### src/rtl/sdram_arbiter.sv
// Arbiter between the SDRAM init/refresh/write/read sub-controllers and the SDRAM pins.
// Latency: bus mux is combinational from state; grant pulses come one cycle after arbitration;
// read data appears CAS_LAT+1 cycles after the READ command. Requesters wait (hold _rq) until granted.
module sdram_arbiter #(
  parameter int         DATA_WIDTH = 16,
  parameter int         ADDR_WIDTH = 12,
  parameter int         CAS_LAT    = 3,
  parameter logic [3:0] CMD_NOP    = 4'b0111,
  parameter logic [3:0] CMD_READ   = 4'b0101,
  parameter logic [3:0] CMD_WRITE  = 4'b0100
) (
  input  logic                  clk,
  input  logic                  rst_n,
  input  logic                  init_end,
  input  logic [3:0]            init_cmd,
  input  logic [ADDR_WIDTH-1:0] init_addr,
  input  logic                  ref_rq,
  input  logic                  ref_end,
  input  logic [3:0]            ref_cmd,
  input  logic [ADDR_WIDTH-1:0] ref_addr,
  output logic                  ref_en,
  input  logic                  wr_rq,
  input  logic                  wr_end,
  input  logic [3:0]            wr_cmd,
  input  logic [ADDR_WIDTH-1:0] wr_addr,
  input  logic [1:0]            wr_bank_addr,
  input  logic [DATA_WIDTH-1:0] wr_data,
  output logic                  wr_en,
  input  logic                  rd_rq,
  input  logic                  rd_end,
  input  logic [3:0]            rd_cmd,
  input  logic [ADDR_WIDTH-1:0] rd_addr,
  input  logic [1:0]            rd_bank_addr,
  output logic                  rd_en,
  output logic                  sdram_cke,
  output logic [3:0]            sdram_cmd,
  output logic [ADDR_WIDTH-1:0] sdram_addr,
  output logic [1:0]            sdram_bank,
  output logic [DATA_WIDTH-1:0] sdram_dq_out,
  output logic                  sdram_dq_oe,
  input  logic [DATA_WIDTH-1:0] sdram_dq_in,
  output logic [DATA_WIDTH-1:0] rd_data,
  output logic                  rd_data_vld
);

  typedef enum logic [2:0] {INIT, IDLE, REF, WRITE, READ} state_t;

  state_t             state;
  state_t             state_nxt;
  logic               rd_issue;
  logic [CAS_LAT-1:0] rd_tag;

  // State register, one-cycle grant pulses on leaving IDLE, and clock enable after reset.
  always_ff @(posedge clk or negedge rst_n) begin
    if (!rst_n) begin
      state     <= INIT;
      ref_en    <= 1'b0;
      wr_en     <= 1'b0;
      rd_en     <= 1'b0;
      sdram_cke <= 1'b0;
    end else begin
      state     <= state_nxt;
      ref_en    <= (state == IDLE) && (state_nxt == REF);
      wr_en     <= (state == IDLE) && (state_nxt == WRITE);
      rd_en     <= (state == IDLE) && (state_nxt == READ);
      sdram_cke <= 1'b1;
    end
  end

  // Next-state: fixed priority refresh > write > read, each block returns to IDLE on its own end pulse.
  always_comb begin
    state_nxt = state;
    case (state)
      INIT:    if (init_end) state_nxt = IDLE;
      IDLE: begin
        if (ref_rq)     state_nxt = REF;
        else if (wr_rq) state_nxt = WRITE;
        else if (rd_rq) state_nxt = READ;
      end
      REF:     if (ref_end) state_nxt = IDLE;
      WRITE:   if (wr_end)  state_nxt = IDLE;
      READ:    if (rd_end)  state_nxt = IDLE;
      default: state_nxt = INIT;
    endcase
  end

  // Bus mux: the owning sub-controller drives cmd/addr/bank; IDLE parks the bus on NOP.
  always_comb begin
    sdram_cmd  = CMD_NOP;
    sdram_addr = '0;
    sdram_bank = 2'b00;
    case (state)
      INIT: begin
        sdram_cmd  = init_cmd;
        sdram_addr = init_addr;
      end
      REF: begin
        sdram_cmd  = ref_cmd;
        sdram_addr = ref_addr;
      end
      WRITE: begin
        sdram_cmd  = wr_cmd;
        sdram_addr = wr_addr;
        sdram_bank = wr_bank_addr;
      end
      READ: begin
        sdram_cmd  = rd_cmd;
        sdram_addr = rd_addr;
        sdram_bank = rd_bank_addr;
      end
      default: ;
    endcase
  end

  // DQ is driven only on the WRITE command cycle itself, never during ACT/PRE of a write.
  always_comb begin
    sdram_dq_oe  = (state == WRITE) && (wr_cmd == CMD_WRITE);
    sdram_dq_out = sdram_dq_oe ? wr_data : '0;
  end

  assign rd_issue = (state == READ) && (rd_cmd == CMD_READ);

  // Tag pipeline tracks each READ for CAS_LAT cycles; it keeps draining after READ is left.
  always_ff @(posedge clk or negedge rst_n) begin
    if (!rst_n) begin
      rd_tag      <= '0;
      rd_data     <= '0;
      rd_data_vld <= 1'b0;
    end else begin
      rd_tag      <= {rd_tag[CAS_LAT-2:0], rd_issue};
      rd_data_vld <= rd_tag[CAS_LAT-1];
      if (rd_tag[CAS_LAT-1]) rd_data <= sdram_dq_in;
    end
  end

endmodule
### config.mk
export PLATFORM = sky130hd
export DESIGN_NAME = sdram_arbiter
export DESIGN_NICKNAME = d
export VERILOG_FILES = /design/src/rtl/sdram_arbiter.sv
export SDC_FILE = /design/constraint.sdc
export NUM_CORES = 1
export LEC_CHECK = 0
export BUFFER_PORTS_ARGS = -buffer_cell sky130_fd_sc_hd__buf_2
export CAP_MARGIN = 20
export CORE_MARGIN = 4
export CORE_UTILIZATION = 38
export CTS_BUF_LIST = sky130_fd_sc_hd__clkbuf_2 sky130_fd_sc_hd__clkbuf_4 sky130_fd_sc_hd__clkbuf_8
export DETAILED_ROUTE_END_ITERATION = 10
export GPL_TIMING_DRIVEN = 0
export PLACE_DENSITY = 0.92
export SYNTH_ARGS = -nofsm -noshare
export SYNTH_HDL_FRONTEND = slang
export SYNTH_SLANG_ARGS = --single-unit
### constraint.sdc
create_clock -name clk -period 1.7 [get_ports clk]
set_input_delay 0 -clock clk [delete_from_list [all_inputs] [get_ports clk]]
set_output_delay 0 -clock clk [all_outputs]
set_load 0.005 [all_outputs]
==> impl_metrics.yaml <==
detailed_routing:
  wl_per_cell_um: 15.9
  drt-vias-per-instance: 5.05
  drt-pass1-iter-count: 4
  drt-total-wl_um: 6560
  drt_iter0_drc: 64
  drc: 0
  ant_nets: 0
  detailroute.via_count: 2079
place:
  io_buffers: 164
  detailed_place_hpwl_um: 4870
  gpl.final_weighted_congestion: 0.733
synth:
  synthSimpleGateAreaFrac: 0.189
  synth-async-reset-ratio: 1.00
  yosys.area_share.adder: 0
  postSynthAreaPerCell_sq_um: 10.3
  synthDistinctLibCells: 33
  postSynthNetCount: 278
  ys_ff_latch: 27
  synth.top_cells.by_area: "sky130_fd_sc_hd__dfrtp_1 (39%), sky130_fd_sc_hd__mux2i_1 (12%), sky130_fd_sc_hd__mux2_2 (10%)"
  netlist.top_cell.by_area: "sky130_fd_sc_hd__dfrtp_1"
  synth_xor_xnor_area_share: 0
  largest_family_of_logic_cells_by_synthesized_area: "multiplexers"
  sequential_share_of_the_synthesized_area: 0.389
  netlist.area_leader.share: 0.389
  synth-compound-area-share: 0.154
  synth_area_sq_mm: 0.00174
  synthesis.instances: 169
  synth.yosys.warnings: 0
  synth_edf_count: 0
  synthMuxAreaShare: 0.219
  ys.flop_type: "sky130_fd_sc_hd__dfrtp_1"
worst_setup_path:
  critical_path.startpoint_type: "flip-flop"
  r2r_start: "rd_tag[2]"
  timing.critical_path.fanout_max: 9
  timing.setup.critical_path_class: "flip-flop to primary output"
  critPathMaxStageDelay_ps: 340
  delay_heaviest_family_cp: "simple AND/OR/NAND/NOR gates"
  timing.reg2reg.worst_path_depth: 3
  critical_path.n_buffers_inverters: 3
  crit_path_end_kind: "primary output"
  reg2reg_setup_slack_ps: 210
  critical_path_required_ps: 1700
  crit_path_top_delay_cell: "sky130_fd_sc_hd__dfrtp_1"
  crit_path_cell_trace: "buf_4 > nand2_2 > nor3_4 > buf_4 > and2_2 > buf_2"
  rr_endpoint: "rd_data[5]"
  cpMostUsedCell: "sky130_fd_sc_hd__buf_4"
  timing.critical_path.arrival_ps: 1600
sta:
  holdWs_ps: 12.8
  setup_viol: 0
  fin_worst_skew_ps: 3.06
  max_freq_ghz: 0.626
  timing_hold_violations_final: 0
  fin_tns_setup_ps: 0
  rsz0062_at_grt: "true"
  worst_slew_pin_slew_ps: 583
  final.min_clock_period_ps: 1600
  timing_max_transition_violations_final: 0
  fin_crit_share: 0.940
  slew_headroom: 0.612
power:
  post-layout-total-power_mw: 2.83
  pwr_density_mw_per_mm2: 961
  leakage_nw: 1.73
  power.ir.vdd_worst_v: 0.000738
cts:
  cts_num_sinks: 27
  cts_max_path_buffers: 2
  cts.root.buffer_cell: "sky130_fd_sc_hd__clkbuf_8"
  htreeDepth: 1
  cts_tree: "yes"
  clkSlewWorstSetupHoldPaths_ps: 90
  clk_latency_ps: 270
  number_of_buffers_created_by_cts: 3
floorplanning:
  placementRows: 24
  starting_utilization_of_the_core_area: 0.396
  die_area_sq_mm: 0.00572
  ios: 165
  die_y_um: 75.6
  die_width_um: 75.6
  core_area_sq_mm: 0.00438
finish:
  fill_cells: 350
  area_growth_pct: 69.7
  diodes: 0
  design.final.nets: 470
  drive_above_1_share: 0.619
  footprint_of_the_flip_flops_and_latches_sq_um: 676
  multiInputGateArea_sq_um: 997
min_path:
  timing.hold.worst_endpoint: "state[1]"
  timing.hold.worst_path_depth: 4
  worstHoldStart: "wr_end"
  min-delay-path-class: "input port to flip-flop"
global_routing:
  globalRouteOverflowTotal: 0
  antenna_found_initial: 0
  grt_max_degree: 28
  grt_usage: 0.210
  number_of_global_route_vias_before_repair: 2068
  grt_first_pass_wirelength_um: 9240
flow_run:
  drv_cap: 0
run_status:
  outcome: "completed"
==> worst reg2reg max path: cells and delay by family, from the launching register on <==
| family | cells | cell delay (ps) |
|---|---|---|
| buf+inv | 2 | 650 |
| flops | 1 | 350 |
| mux | 1 | 370 |
==> worst max path at each step <==
stage | startpoint | to | slack [ps] | cells after the start
after global placement | state[1] | sdram_addr[7] | 30 | 5
after CTS | state[0] | sdram_dq_out[14] | 10 | 6
after detailed placement | state[1] | sdram_addr[9] | 6 | 5
after floorplan | rd_tag[2] | rd_data[10] | 420 | 3
after global routing | state[1] | sdram_cmd[3] | 6 | 6
final | state[0] | sdram_dq_out[3] | 100 | 6
==> where the power goes <==
part           leakage (nW)  internal (mW)  switching (mW)
Sequential            0.369          0.722          0.0323
Combinational          1.34          0.877           0.835
Clock                0.0217          0.166           0.201
Total                  1.73           1.76            1.07
==> cell usage after synthesis, drive strengths merged (3+ instances only) <==
cell	instances
buf	11
and2	17
o22ai	12
clkbuf	4
mux2i	20
a21o	12
nand2	4
a22oi	3
nand3	13
o21ai	3
nor2	6
a21oi	3
dfrtp	27
mux2	16
==> what timing repair did <==
action	CTS	global route
setup endpoints to repair	23	15
hold buffers	19	0
hold endpoints to repair	47	0
pin swaps	2	1
gates resized for setup	10	9
buffers inserted	2	1
cloned	0	1
==> sequential cells by signal (all words and copies together), names as in the netlist <==
register     flops
rd_data         16
sdram_cke        1
wr_en            1
ref_en           1
state            3
rd_data_vld      1
rd_en            1
rd_tag           3
==> cell type report <==
cell class                      instances  share of cell area
Clock buffer                            3              0.0140
Buffer                                 15              0.0391
Sequential cell                        27               0.229
Timing Repair Buffer                  187               0.355
Tap cell                               52              0.0221
Multi-Input combinational cell        127               0.338
Clock inverter                          1             0.00255
==> stage by stage <==
step	instances	utilization	setup WS (ps)	instance area (sq um)
5_1_grt	412	0.672	6.05	2950
2_1_floorplan	169	-	423	1740
3_3_place_gp	385	0.598	34.3	2620
4_1_cts	410	0.663	11.6	2910
3_5_place_dp	385	0.598	5.76	2620
6_report	412	0.672	102	2950
==> layer usage <==
layer  track usage  up-vias  routed length, um
met3        0.0330        9                555
li1              -     1003                  -
met5             0        -                  0
met2         0.398      110               3430
met4        0.0660        0                 93
met1         0.238      957               2480
==> logic make-up after synthesis <==
logic type / Yosys count
AO/OA/AOI/OAI: 39
buffers and inverters: 15
flip-flops: 27
multiplexers: 36
other: 1
AND/OR/NAND/NOR: 51
==> placed cells by master, fill, tap and decap left out, types with 2 or more instances in the layout <==
cell type / n
sky130_fd_sc_hd__buf_2: 169
sky130_fd_sc_hd__dfrtp_1: 27
sky130_fd_sc_hd__mux2i_1: 20
sky130_fd_sc_hd__dlygate4sd3_1: 19
sky130_fd_sc_hd__and2_2: 16
sky130_fd_sc_hd__mux2_2: 16
sky130_fd_sc_hd__nand3_1: 13
sky130_fd_sc_hd__o22ai_1: 12
sky130_fd_sc_hd__a21o_1: 12
sky130_fd_sc_hd__buf_6: 6
sky130_fd_sc_hd__nor2_1: 6
sky130_fd_sc_hd__buf_4: 4
sky130_fd_sc_hd__clkbuf_8: 4
sky130_fd_sc_hd__a22oi_1: 3
sky130_fd_sc_hd__nand2_1: 3
sky130_fd_sc_hd__o21ai_0: 3
sky130_fd_sc_hd__a21oi_1: 3
sky130_fd_sc_hd__nor2b_1: 2
sky130_fd_sc_hd__clkbuf_1: 2
sky130_fd_sc_hd__a22o_1: 2
Power figures use the tool's default switching activity.
